<file path="config.mk">
export PLATFORM = sky130hd
export DESIGN_NAME = if_fetch_queue
export DESIGN_NICKNAME = d
export VERILOG_FILES = /design/src/rtl/if_fetch_queue_pkg.sv /design/src/rtl/if_fetch_queue_inst_fifo.sv /design/src/rtl/if_fetch_queue.sv
export SDC_FILE = /design/constraint.sdc
export NUM_CORES = 1
export LEC_CHECK = 0
export ABC_CLOCK_PERIOD_IN_PS = 13800
export CORE_MARGIN = 1.5
export CORE_UTILIZATION = 45
export CTS_BUF_LIST = sky130_fd_sc_hd__clkbuf_16
export CTS_CLUSTER_SIZE = 24
export DETAILED_ROUTE_END_ITERATION = 16
export PLACE_DENSITY = 0.67
export RECOVER_POWER = 100
export REMOVE_ABC_BUFFERS = 1
export SETUP_SLACK_MARGIN = 0.15
export SYNTH_ARGS = -nofsm -noshare
export SYNTH_HDL_FRONTEND = slang
export SYNTH_HIERARCHICAL = 1
export SYNTH_SLANG_ARGS = --single-unit
</file>
<file path="constraint.sdc">
create_clock -name clk -period 13.8 [get_ports clk]
set_clock_uncertainty 0.05 [all_clocks]
set_input_delay 2.76 -clock clk [delete_from_list [all_inputs] [get_ports clk]]
set_output_delay 2.76 -clock clk [all_outputs]
set_load 0.02 [all_outputs]
</file>
<file path="src/rtl/if_fetch_queue_pkg.sv">
// ----------------------------------------------------------------------------
// if_fetch_queue_pkg
// Shared definitions for the instruction-fetch queue: default datapath width,
// default reset PC and the fetch FSM state encoding.
// No ports (package).
// ----------------------------------------------------------------------------
package if_fetch_queue_pkg;

    localparam int          XLEN_DEFAULT     = 32;
    localparam logic [31:0] RESET_PC_DEFAULT = 32'h0000_0000;

    // IDLE    : no request outstanding, may issue (or hit in the icache)
    // WAIT    : one request outstanding, its word will be enqueued
    // DISCARD : one request outstanding, its word is stale after a redirect
    typedef enum logic [1:0] {
        IDLE    = 2'd0,
        WAIT    = 2'd1,
        DISCARD = 2'd2
    } fetch_state_e;

endpackage

</file>
<file path="src/rtl/if_fetch_queue_inst_fifo.sv">
// ----------------------------------------------------------------------------
// if_inst_fifo
// Parametrised synchronous FIFO used to buffer {pc, instruction} pairs
// between the fetch logic and decode.
//
// Ports:
//   clk        in   clock
//   rst        in   synchronous active-high reset (empties the FIFO)
//   flush      in   empty the FIFO; overrides push and pop in the same cycle
//   push       in   write push_data (accepted when not full, or full + pop)
//   push_data  in   WIDTH-bit entry
//   pop        in   drop the head entry (ignored when empty)
//   head_data  out  entry at the read pointer (meaningless when empty)
//   count      out  number of stored entries, 0..DEPTH
//   empty      out  count == 0
//   full       out  count == DEPTH
// ----------------------------------------------------------------------------
module if_inst_fifo #(
    parameter int WIDTH = 64,
    parameter int DEPTH = 4
) (
    input  logic                     clk,
    input  logic                     rst,
    input  logic                     flush,
    input  logic                     push,
    input  logic [WIDTH-1:0]         push_data,
    input  logic                     pop,
    output logic [WIDTH-1:0]         head_data,
    output logic [$clog2(DEPTH):0]   count,
    output logic                     empty,
    output logic                     full
);

    localparam int             PW      = $clog2(DEPTH);
    localparam logic [PW:0]    DEPTH_C = (PW+1)'(DEPTH);

    logic [WIDTH-1:0] mem_q [DEPTH];
    logic [WIDTH-1:0] mem_d [DEPTH];
    logic [PW-1:0]    wr_ptr_q, wr_ptr_d;
    logic [PW-1:0]    rd_ptr_q, rd_ptr_d;
    logic [PW:0]      count_q,  count_d;
    logic             do_push;
    logic             do_pop;

    // A push into a full FIFO is legal only when the head leaves in the same
    // cycle; the write and read pointers then both advance and count holds.
    always_comb begin
        mem_d    = mem_q;
        wr_ptr_d = wr_ptr_q;
        rd_ptr_d = rd_ptr_q;
        count_d  = count_q;
        do_pop   = pop && (count_q != '0);
        do_push  = push && ((count_q != DEPTH_C) || do_pop);

        if (flush) begin
            wr_ptr_d = '0;
            rd_ptr_d = '0;
            count_d  = '0;
        end else begin
            if (do_push) begin
                mem_d[wr_ptr_q] = push_data;
                wr_ptr_d        = wr_ptr_q + PW'(1);
            end
            if (do_pop) begin
                rd_ptr_d = rd_ptr_q + PW'(1);
            end
            case ({do_push, do_pop})
                2'b10:   count_d = count_q + (PW+1)'(1);
                2'b01:   count_d = count_q - (PW+1)'(1);
                default: count_d = count_q;
            endcase
        end
    end

    // Pointer and occupancy registers; reset empties the FIFO.
    always_ff @(posedge clk) begin
        if (rst) begin
            wr_ptr_q <= '0;
            rd_ptr_q <= '0;
            count_q  <= '0;
        end else begin
            wr_ptr_q <= wr_ptr_d;
            rd_ptr_q <= rd_ptr_d;
            count_q  <= count_d;
        end
    end

    // Storage needs no reset: entries are only observed while count is non-zero.
    always_ff @(posedge clk) begin
        mem_q <= mem_d;
    end

    assign head_data = mem_q[rd_ptr_q];
    assign count     = count_q;
    assign empty     = (count_q == '0);
    assign full      = (count_q == DEPTH_C);

endmodule

</file>
<file path="src/rtl/if_fetch_queue.sv">
// ----------------------------------------------------------------------------
// if_fetch_queue
// Instruction-fetch unit: owns the fetch PC, issues one word fetch at a time
// to mem_ctrl, buffers returned words in an if_inst_fifo and presents the
// queue head to decode over a valid/ready handshake. A branch redirect
// flushes the queue and, if a fetch is in flight, discards its data.
//
// Optional feature macro: IF_ICACHE_EN
//   Adds a direct-mapped word icache (ICACHE_LINES entries). A hit in IDLE
//   enqueues the word directly without a mem_ctrl request.
//
// Ports:
//   clk                    in   clock
//   rst                    in   synchronous active-high reset
//   branch_enable          in   redirect request, highest priority
//   branch_target          in   redirect PC
//   mem_ctrl_busy_in       in   mem_ctrl cannot accept a request
//   mem_ctrl_inst_done_in  in   one-cycle pulse, mem_ctrl_inst_in valid
//   mem_ctrl_inst_in       in   fetched instruction word
//   mem_ctrl_enable_out    out  fetch request strobe
//   mem_ctrl_addr_out      out  fetch address (0 when no request)
//   id_ready_in            in   decode accepts the head this cycle
//   if_valid_out           out  queue head valid
//   pc_out                 out  PC of queue head (0 when empty)
//   inst_out               out  instruction of queue head (0 when empty)
//   queue_full_out         out  queue holds QUEUE_DEPTH entries
// ----------------------------------------------------------------------------
module if_fetch_queue
    import if_fetch_queue_pkg::*;
#(
    parameter int              XLEN         = XLEN_DEFAULT,
    parameter int              QUEUE_DEPTH  = 4,
    parameter logic [XLEN-1:0] RESET_PC     = XLEN'(RESET_PC_DEFAULT),
    parameter int              ICACHE_LINES = 16
) (
    input  logic            clk,
    input  logic            rst,
    input  logic            branch_enable,
    input  logic [XLEN-1:0] branch_target,
    input  logic            mem_ctrl_busy_in,
    input  logic            mem_ctrl_inst_done_in,
    input  logic [XLEN-1:0] mem_ctrl_inst_in,
    output logic            mem_ctrl_enable_out,
    output logic [XLEN-1:0] mem_ctrl_addr_out,
    input  logic            id_ready_in,
    output logic            if_valid_out,
    output logic [XLEN-1:0] pc_out,
    output logic [XLEN-1:0] inst_out,
    output logic            queue_full_out
);

    localparam int CW = $clog2(QUEUE_DEPTH) + 1;
    localparam int EW = 2 * XLEN;

    fetch_state_e    state_q, state_d;
    logic [XLEN-1:0] fetch_pc_q, fetch_pc_d;
    logic [XLEN-1:0] req_pc_q, req_pc_d;

    logic            issue;
    logic            fifo_push;
    logic            fifo_pop;
    logic            fifo_flush;
    logic [EW-1:0]   fifo_push_data;
    logic [EW-1:0]   fifo_head;
    logic [CW-1:0]   fifo_count;
    logic            fifo_empty;
    logic            fifo_full;

`ifdef IF_ICACHE_EN
    localparam int IDX_W = $clog2(ICACHE_LINES);
    localparam int TAG_W = XLEN - IDX_W - 2;

    logic             cache_valid_q [ICACHE_LINES];
    logic             cache_valid_d [ICACHE_LINES];
    logic [TAG_W-1:0] cache_tag_q   [ICACHE_LINES];
    logic [TAG_W-1:0] cache_tag_d   [ICACHE_LINES];
    logic [XLEN-1:0]  cache_data_q  [ICACHE_LINES];
    logic [XLEN-1:0]  cache_data_d  [ICACHE_LINES];
    logic [IDX_W-1:0] lookup_idx;
    logic [TAG_W-1:0] lookup_tag;
    logic [IDX_W-1:0] fill_idx;
    logic [TAG_W-1:0] fill_tag;
    logic             cache_hit;

    assign lookup_idx = fetch_pc_q[IDX_W+1:2];
    assign lookup_tag = fetch_pc_q[XLEN-1:IDX_W+2];
    assign fill_idx   = req_pc_q[IDX_W+1:2];
    assign fill_tag   = req_pc_q[XLEN-1:IDX_W+2];
    assign cache_hit  = cache_valid_q[lookup_idx] &&
                        (cache_tag_q[lookup_idx] == lookup_tag);

    // Fills come only from a word that is really being enqueued for req_pc
    // (inst_done in WAIT); words returned in DISCARD never reach the cache.
    always_comb begin
        cache_valid_d = cache_valid_q;
        cache_tag_d   = cache_tag_q;
        cache_data_d  = cache_data_q;
        if ((state_q == WAIT) && mem_ctrl_inst_done_in) begin
            cache_valid_d[fill_idx] = 1'b1;
            cache_tag_d[fill_idx]   = fill_tag;
            cache_data_d[fill_idx]  = mem_ctrl_inst_in;
        end
    end

    // Valid bits are cleared by reset so the cache starts cold.
    always_ff @(posedge clk) begin
        if (rst) begin
            for (int i = 0; i < ICACHE_LINES; i++) begin
                cache_valid_q[i] <= 1'b0;
            end
        end else begin
            cache_valid_q <= cache_valid_d;
        end
    end

    // Tag and data arrays are qualified by the valid bits and need no reset.
    always_ff @(posedge clk) begin
        cache_tag_q  <= cache_tag_d;
        cache_data_q <= cache_data_d;
    end
`endif

    // Next-state logic for the fetch FSM, fetch PC and queue control.
    // A branch overrides everything: the queue is flushed, no request is
    // issued and no push/pop happens. An outstanding request without a
    // simultaneous inst_done leaves us in DISCARD to swallow its word.
    always_comb begin
        state_d        = state_q;
        fetch_pc_d     = fetch_pc_q;
        req_pc_d       = req_pc_q;
        issue          = 1'b0;
        fifo_push      = 1'b0;
        fifo_pop       = 1'b0;
        fifo_flush     = 1'b0;
        fifo_push_data = {req_pc_q, mem_ctrl_inst_in};

        if (rst) begin
            state_d = IDLE;
        end else if (branch_enable) begin
            fifo_flush = 1'b1;
            fetch_pc_d = branch_target;
            if (((state_q == WAIT) || (state_q == DISCARD)) && !mem_ctrl_inst_done_in) begin
                state_d = DISCARD;
            end else begin
                state_d = IDLE;
            end
        end else begin
            fifo_pop = if_valid_out && id_ready_in;
            case (state_q)
                IDLE: begin
                    // A free slot is required before issuing so the returning
                    // word always has room, whatever decode does meanwhile.
                    if (!fifo_full) begin
`ifdef IF_ICACHE_EN
                        if (cache_hit) begin
                            fifo_push      = 1'b1;
                            fifo_push_data = {fetch_pc_q, cache_data_q[lookup_idx]};
                            fetch_pc_d     = fetch_pc_q + XLEN'(4);
                        end else if (!mem_ctrl_busy_in) begin
                            issue    = 1'b1;
                            req_pc_d = fetch_pc_q;
                            state_d  = WAIT;
                        end
`else
                        if (!mem_ctrl_busy_in) begin
                            issue    = 1'b1;
                            req_pc_d = fetch_pc_q;
                            state_d  = WAIT;
                        end
`endif
                    end
                end
                WAIT: begin
                    if (mem_ctrl_inst_done_in) begin
                        fifo_push      = 1'b1;
                        fifo_push_data = {req_pc_q, mem_ctrl_inst_in};
                        fetch_pc_d     = req_pc_q + XLEN'(4);
                        state_d        = IDLE;
                    end
                end
                DISCARD: begin
                    if (mem_ctrl_inst_done_in) begin
                        state_d = IDLE;
                    end
                end
                default: begin
                    state_d = IDLE;
                end
            endcase
        end
    end

    // FSM and PC registers.
    always_ff @(posedge clk) begin
        if (rst) begin
            state_q    <= IDLE;
            fetch_pc_q <= RESET_PC;
            req_pc_q   <= '0;
        end else begin
            state_q    <= state_d;
            fetch_pc_q <= fetch_pc_d;
            req_pc_q   <= req_pc_d;
        end
    end

    if_inst_fifo #(
        .WIDTH (EW),
        .DEPTH (QUEUE_DEPTH)
    ) u_fifo (
        .clk       (clk),
        .rst       (rst),
        .flush     (fifo_flush),
        .push      (fifo_push),
        .push_data (fifo_push_data),
        .pop       (fifo_pop),
        .head_data (fifo_head),
        .count     (fifo_count),
        .empty     (fifo_empty),
        .full      (fifo_full)
    );

    assign mem_ctrl_enable_out = issue;
    assign mem_ctrl_addr_out   = issue ? fetch_pc_q : '0;
    assign if_valid_out        = !fifo_empty;
    assign pc_out              = fifo_empty ? '0 : fifo_head[EW-1:XLEN];
    assign inst_out            = fifo_empty ? '0 : fifo_head[XLEN-1:0];
    assign queue_full_out      = fifo_full;

endmodule

</file>
### Yosys cells after proc, flatten, opt, wreduce, memory -nomap -nowiden

Index checks and enable logic that the tools add are counted.

| word-level totals | value |
|---|---|
| bits in registers | 329 |
| input bits | 70 |
| output and inout bits | 99 |
| logic and storage cells | 86 |

| cells by class | value |
|---|---|
| add/sub/neg operators | 5 |
| order comparisons | 3 |
| eq/ne operators | 9 |
| multiplexer cells | 32 |
| bitwise logic cells | 6 |
| reduce and logical (&&, ||, !) cells | 21 |

Operators by type and width:

| kind | count |
|---|---|
| 256-bit bitwise mux | 1 |
| 32-bit two-way mux | 6 |
| 64-bit two-way mux | 3 |
| 64-bit binary-select mux with 2-bit select | 1 |
| 64-bit demux with 2-bit select | 1 |
| 32-bit by 3-bit adder with 32-bit output (second input constant) | 1 |
| 1-bit two-way mux | 13 |
| 2-bit two-way mux | 5 |
| 3-bit inequality test (second input constant) | 3 |
| 3-bit >= comparator (second input constant) | 2 |
| 2-bit NOT with 3-bit output | 2 |
| 3-bit case mux with 2 select lines | 1 |
| 2-bit nonzero test | 3 |
| 1-bit logical AND | 5 |
| 2-bit by 1-bit adder with 2-bit output (second input constant) | 2 |
| 2-bit by 1-bit equality test with 1-bit output (second input constant) | 2 |
| 2-bit equality test (second input constant) | 2 |
| 1-bit NOT | 4 |
| 2-bit case mux with 2 select lines | 1 |
| 2-bit AND reduction | 2 |
| 4-bit AND reduction | 1 |
| 2-bit OR reduction | 2 |
| 3-bit by 1-bit adder with 3-bit output (second input constant) | 1 |
| 3-bit equality test (second input constant) | 1 |
| 9 further kinds | 11 |

### Longest topological paths before layout

| logic depth | value |
|---|---|
| depth in word-level cells | 10 |
| depth in mapped cells | 13 |
| mapped depth without buffers | 12 |

### By module

The synthesis kept the hierarchy.

By module, submodules not included:

| module | instances | cells an instance | area each (µm²) | sequential area each (µm²) |
|---|---|---|---|---|
| if_inst_fifo | 1 | 386 | 9710.6 | 7827.5 |
| if_fetch_queue | 1 | 517 | 3823.7 | 1321.3 |

### Least setup slack after synthesis

Ideal clock, no wire load.

| timing path | value |
|---|---|
| path kind | in2reg |
| from | input port rst |
| to | register u_fifo/mem_q[0] (netlist name) (enable) |
| library setup time | 578 ps |
| data arrival time | 8383 ps |
| data required time | 13172 ps |
| path slack | 4789 ps |
| stages on the path | 5 |
| path buffers | 3 |
| cell sequence | clkbuf_1 > clkbuf_1 > buf_1 > nor2_1 > nor3b_1 |

| on the way | value |
|---|---|
| elaborated cells on any way between the ends | 8 |
| those cells by class | mux: 3; bitwise: 1; reduce/logical: 4 |

RTL lines:

| item | RTL line | RTL |
|---|---|---|
| start, declared | if_fetch_queue.sv:37 | `input logic rst,` |
| 1-bit two-way mux | if_fetch_queue.sv:137 | `if (rst) begin` |
| named net fifo_flush | if_fetch_queue.sv:62 | `logic fifo_flush;` |
| 1-bit NOT (no source line) | n/a |  |
| 2-bit AND reduction (no source line) | n/a |  |
| end signal, assigned | if_fetch_queue_inst_fifo.sv:90 | `mem_q <= mem_d;` |
| end, declared | if_fetch_queue_inst_fifo.sv:37 | `logic [WIDTH-1:0] mem_q [DEPTH];` |

The timed path passes the listed nets, and every way through them passes these cells.
A chain may end at the register's enable or synchronous reset.

### Worst setup path in the final report

| timing path | value |
|---|---|
| from | input port mem_ctrl_busy_in |
| to | output port mem_ctrl_addr_out[23] |

| on the way | value |
|---|---|
| longest elaborated chain between the ends | 6 |

RTL lines:

| item | RTL line | RTL |
|---|---|---|
| start, declared | if_fetch_queue.sv:40 | `input logic mem_ctrl_busy_in,` |
| 1-bit two-way mux | if_fetch_queue.sv:165 | `if (!mem_ctrl_busy_in) begin` |
| 1-bit two-way mux | if_fetch_queue.sv:153 | `if (!fifo_full) begin` |
| 1-bit two-way mux | if_fetch_queue.sv:149 | `case (state_q)` |
| 1-bit two-way mux | if_fetch_queue.sv:139 | `end else if (branch_enable) begin` |
| 1-bit two-way mux | if_fetch_queue.sv:137 |  |
| 32-bit two-way mux | if_fetch_queue.sv:223 | `assign mem_ctrl_addr_out = issue ? fetch_pc_q : '0;` |
| end, declared | if_fetch_queue.sv:44 | `output logic [XLEN-1:0] mem_ctrl_addr_out,` |

Every way passes these cells.

==> metrics.txt <==
sw frac 20.23%; largest net degree at the start of global routing 70; synthesized area per cell 14.99 um2; slowest cell delay on critical path 1.77 ns; CP required 10.99 ns; worst hold path type flop to flop; count of cell types in the netlist 55; static leakage 0.005993 uW; max_slew headroom -145.9%; setup TNS 0 ns; clock share of power between 40% and 50%; Max Cap Viol 9; worst vdd ir 75.28 uV; Post-CTS Hold Buffers 0; setup violators final 0; Mapped Cells 903; YS warnings 6; Slew @ Worst Pin 3.688 ns; CTS-repair resized insts 0; Period minus WS final 10.11 ns; PD cells 122.6 nW/um2; Clock Latency Late Sink 0.51 ns; DRC errors left 0; internal power 1621 uW; Pins Over Slew Limit 412; clock sinks 329; sequential fraction of the synthesis area 67.60%; Comb power frac 3.4%; num ports 169; Synth top area share 56.80%; TritonRoute pass-1 iters 5; Mapped Area 13530 um2; first-pass GRT wire length 46530 um; Hold Crit Depth 2; ys async rst share 0%; crit path max fanout 50; top cells by count, synth edfxtp_1 (256), nand2_1 (94), dfxtp_1 (73), a21oi_1 (66), nor2b_1 (66); power share of the sequential group 53.2%; GR Util All Layers 19.59%; First DRT Iteration DRCs a little under 600; Die Ht 176.4 um; most frequent cell after synthesis edfxtp_1; initial antenna violation count 0; fmax between 90 and 100 MHz; clk slew on worst S/H paths 0.06 ns; slowest CP cell clkbuf_1; Final Power 2033 uW; DP HPWL 17480 um; final number of hold-violating endpoints 0; die footprint 31130 um2; Register Area 9156 um2; kind of critical path primary input to primary output; routed wire length 30040 um; share of layout cells above drive strength 1 between 10% and 20%; cell taking the most area after synthesis edfxtp_1; WL/cell 20.24 um; P_sw 411.2 uW; CTS max path bufs 3; total gr overflow 0; post-CTS setup buffers 0; port bufs 168; mean number of vias per cell 5.378; CORE AREA slightly below 30000 um2; total number of vias 7981; CP Capture Type primary output; Layout fillers approximately 2500; clk root buf clkbuf_16; Reg2Reg Depth 7; CTS tree yes; Final period util between 70% and 80%; failing checks max-capacitance violations, max-slew violations; crit path launch type primary input; Multi-input gate area 4034 um2; Area growth, synth to finish 22.50%; Routed Antenna Nets 0; status finished with violations; RD Place Congestion between 0.7 and 0.8; number of global-route vias before repair 8142; # diodes 0; largest cells by area after synthesis edfxtp_1 (57%), dfxtp_1 (11%), mux4_2 (11%); initial core utilization 45.66%; setup repair after global routing missed its margin false; EDFF count, synth 256; Max H-tree Level 2; CP arrival 7.30 ns; Final #Nets roughly 1100; Most used DFF post-synth edfxtp_1; worst path cell trace clkdlybuf4s50_1 -> or2_2 -> nor3b_1 -> clkbuf_1 -> and3_1 -> dlygate4sd3_1; synthesis-stage register bit count 329; Layout Utilization 55.94%; Die W 176.4 um; CTS buffer count 35; Core Rows 63
metal layers:
metal,GRT usage (%),vias to the layer above,wire length [um]
met5,0,-,0
met1,26.73,3951,13320
li1,-,3735,-
met4,6.109,0,773
met3,3.553,50,1671
met2,32.10,245,14270
path summary, 6_finish.rpt:
check / startpoint / slack (ns) / to
setup reg to reg: u_fifo/count[0] / 5.58 / u_fifo/mem_q[204]
hold reg to reg: fetch_pc_q[26] / 0.41 / req_pc_q[26]
setup / recovery: mem_ctrl_busy_in / 3.69 / mem_ctrl_addr_out[23]
hold / removal: fetch_pc_q[26] / 0.41 / req_pc_q[26]
power groups by stage:
stage | Clock, uW | Sequential (uW) | Combinational [uW]
CTS | 900 | 1080 | 72.6
global placement | 0 | 1100 | 70.9
detailed placement | 0 | 1100 | 72.1
finish | 882 | 1080 | 68.8
floorplan | 0 | 1100 | 27.8
global route | 937 | 1080 | 75.5
cell usage in the layout (no fill, tap or decap), types with 17 or more instances in the layout:
cell type,instances
nand2_1,94
inv_1,26
and3_1,51
o22ai_1,17
nor2_1,32
nor2b_1,66
xor2_1,22
dfxtp_1,71
mux4_2,64
dlygate4sd3_1,128
edfxtp_1,256
clkbuf_16,37
a21oi_1,66
clkdlybuf4s50_1,38
flip-flops by register name, indices dropped and copies added, names as in the netlist:
register,cells
state_q,2
u_fifo/wr_ptr_q,2
u_fifo/rd_ptr_q,2
u_fifo/mem_q,256
req_pc_q,32
fetch_pc_q,32
u_fifo/count,3
final cells by class:
cell class	instances	area share [%]
sequential	329	55.23
multi-input combinational	502	24.33
timing repair buffer	184	10.57
clock buffer	37	5.584
tap	390	2.943
clock inverter	26	0.9811
inverter	16	0.3622
critical path: cells and delay by family:
kind / cells / cell delay, ns
buffers and inverters: 3 / 2.85
AND/OR/NAND/NOR: 3 / 1.66
metrics by stage:
step | cells | setup slack, ns | hold WS [ns] | instance area (um2)
3_5_place_dp | 1421 | 5.589 | 0.4069 | 15570
5_1_grt | 1484 | 3.284 | 0.4359 | 16580
2_1_floorplan | 847 | 4.590 | 0.3799 | 13250
4_1_cts | 1484 | 5.585 | 0.4162 | 16660
3_3_place_gp | 1421 | 5.661 | 0.4091 | 15570
6_report | 1484 | 3.688 | 0.4150 | 16580
cell families after synthesis:
group / Yosys count / share of synthesized area [%]
AOI/OAI and AO/OA: 106 / 4.706
DFF: 329 / 67.60
and+or+nand+nor: 293 / 11.68
buffers and inverters: 72 / 2.524
adders and majority gates: 9 / 0.8875
xor gates and xnor gates: 28 / 1.812
muxes: 66 / 10.80
Power figures use the tool's default switching activity.
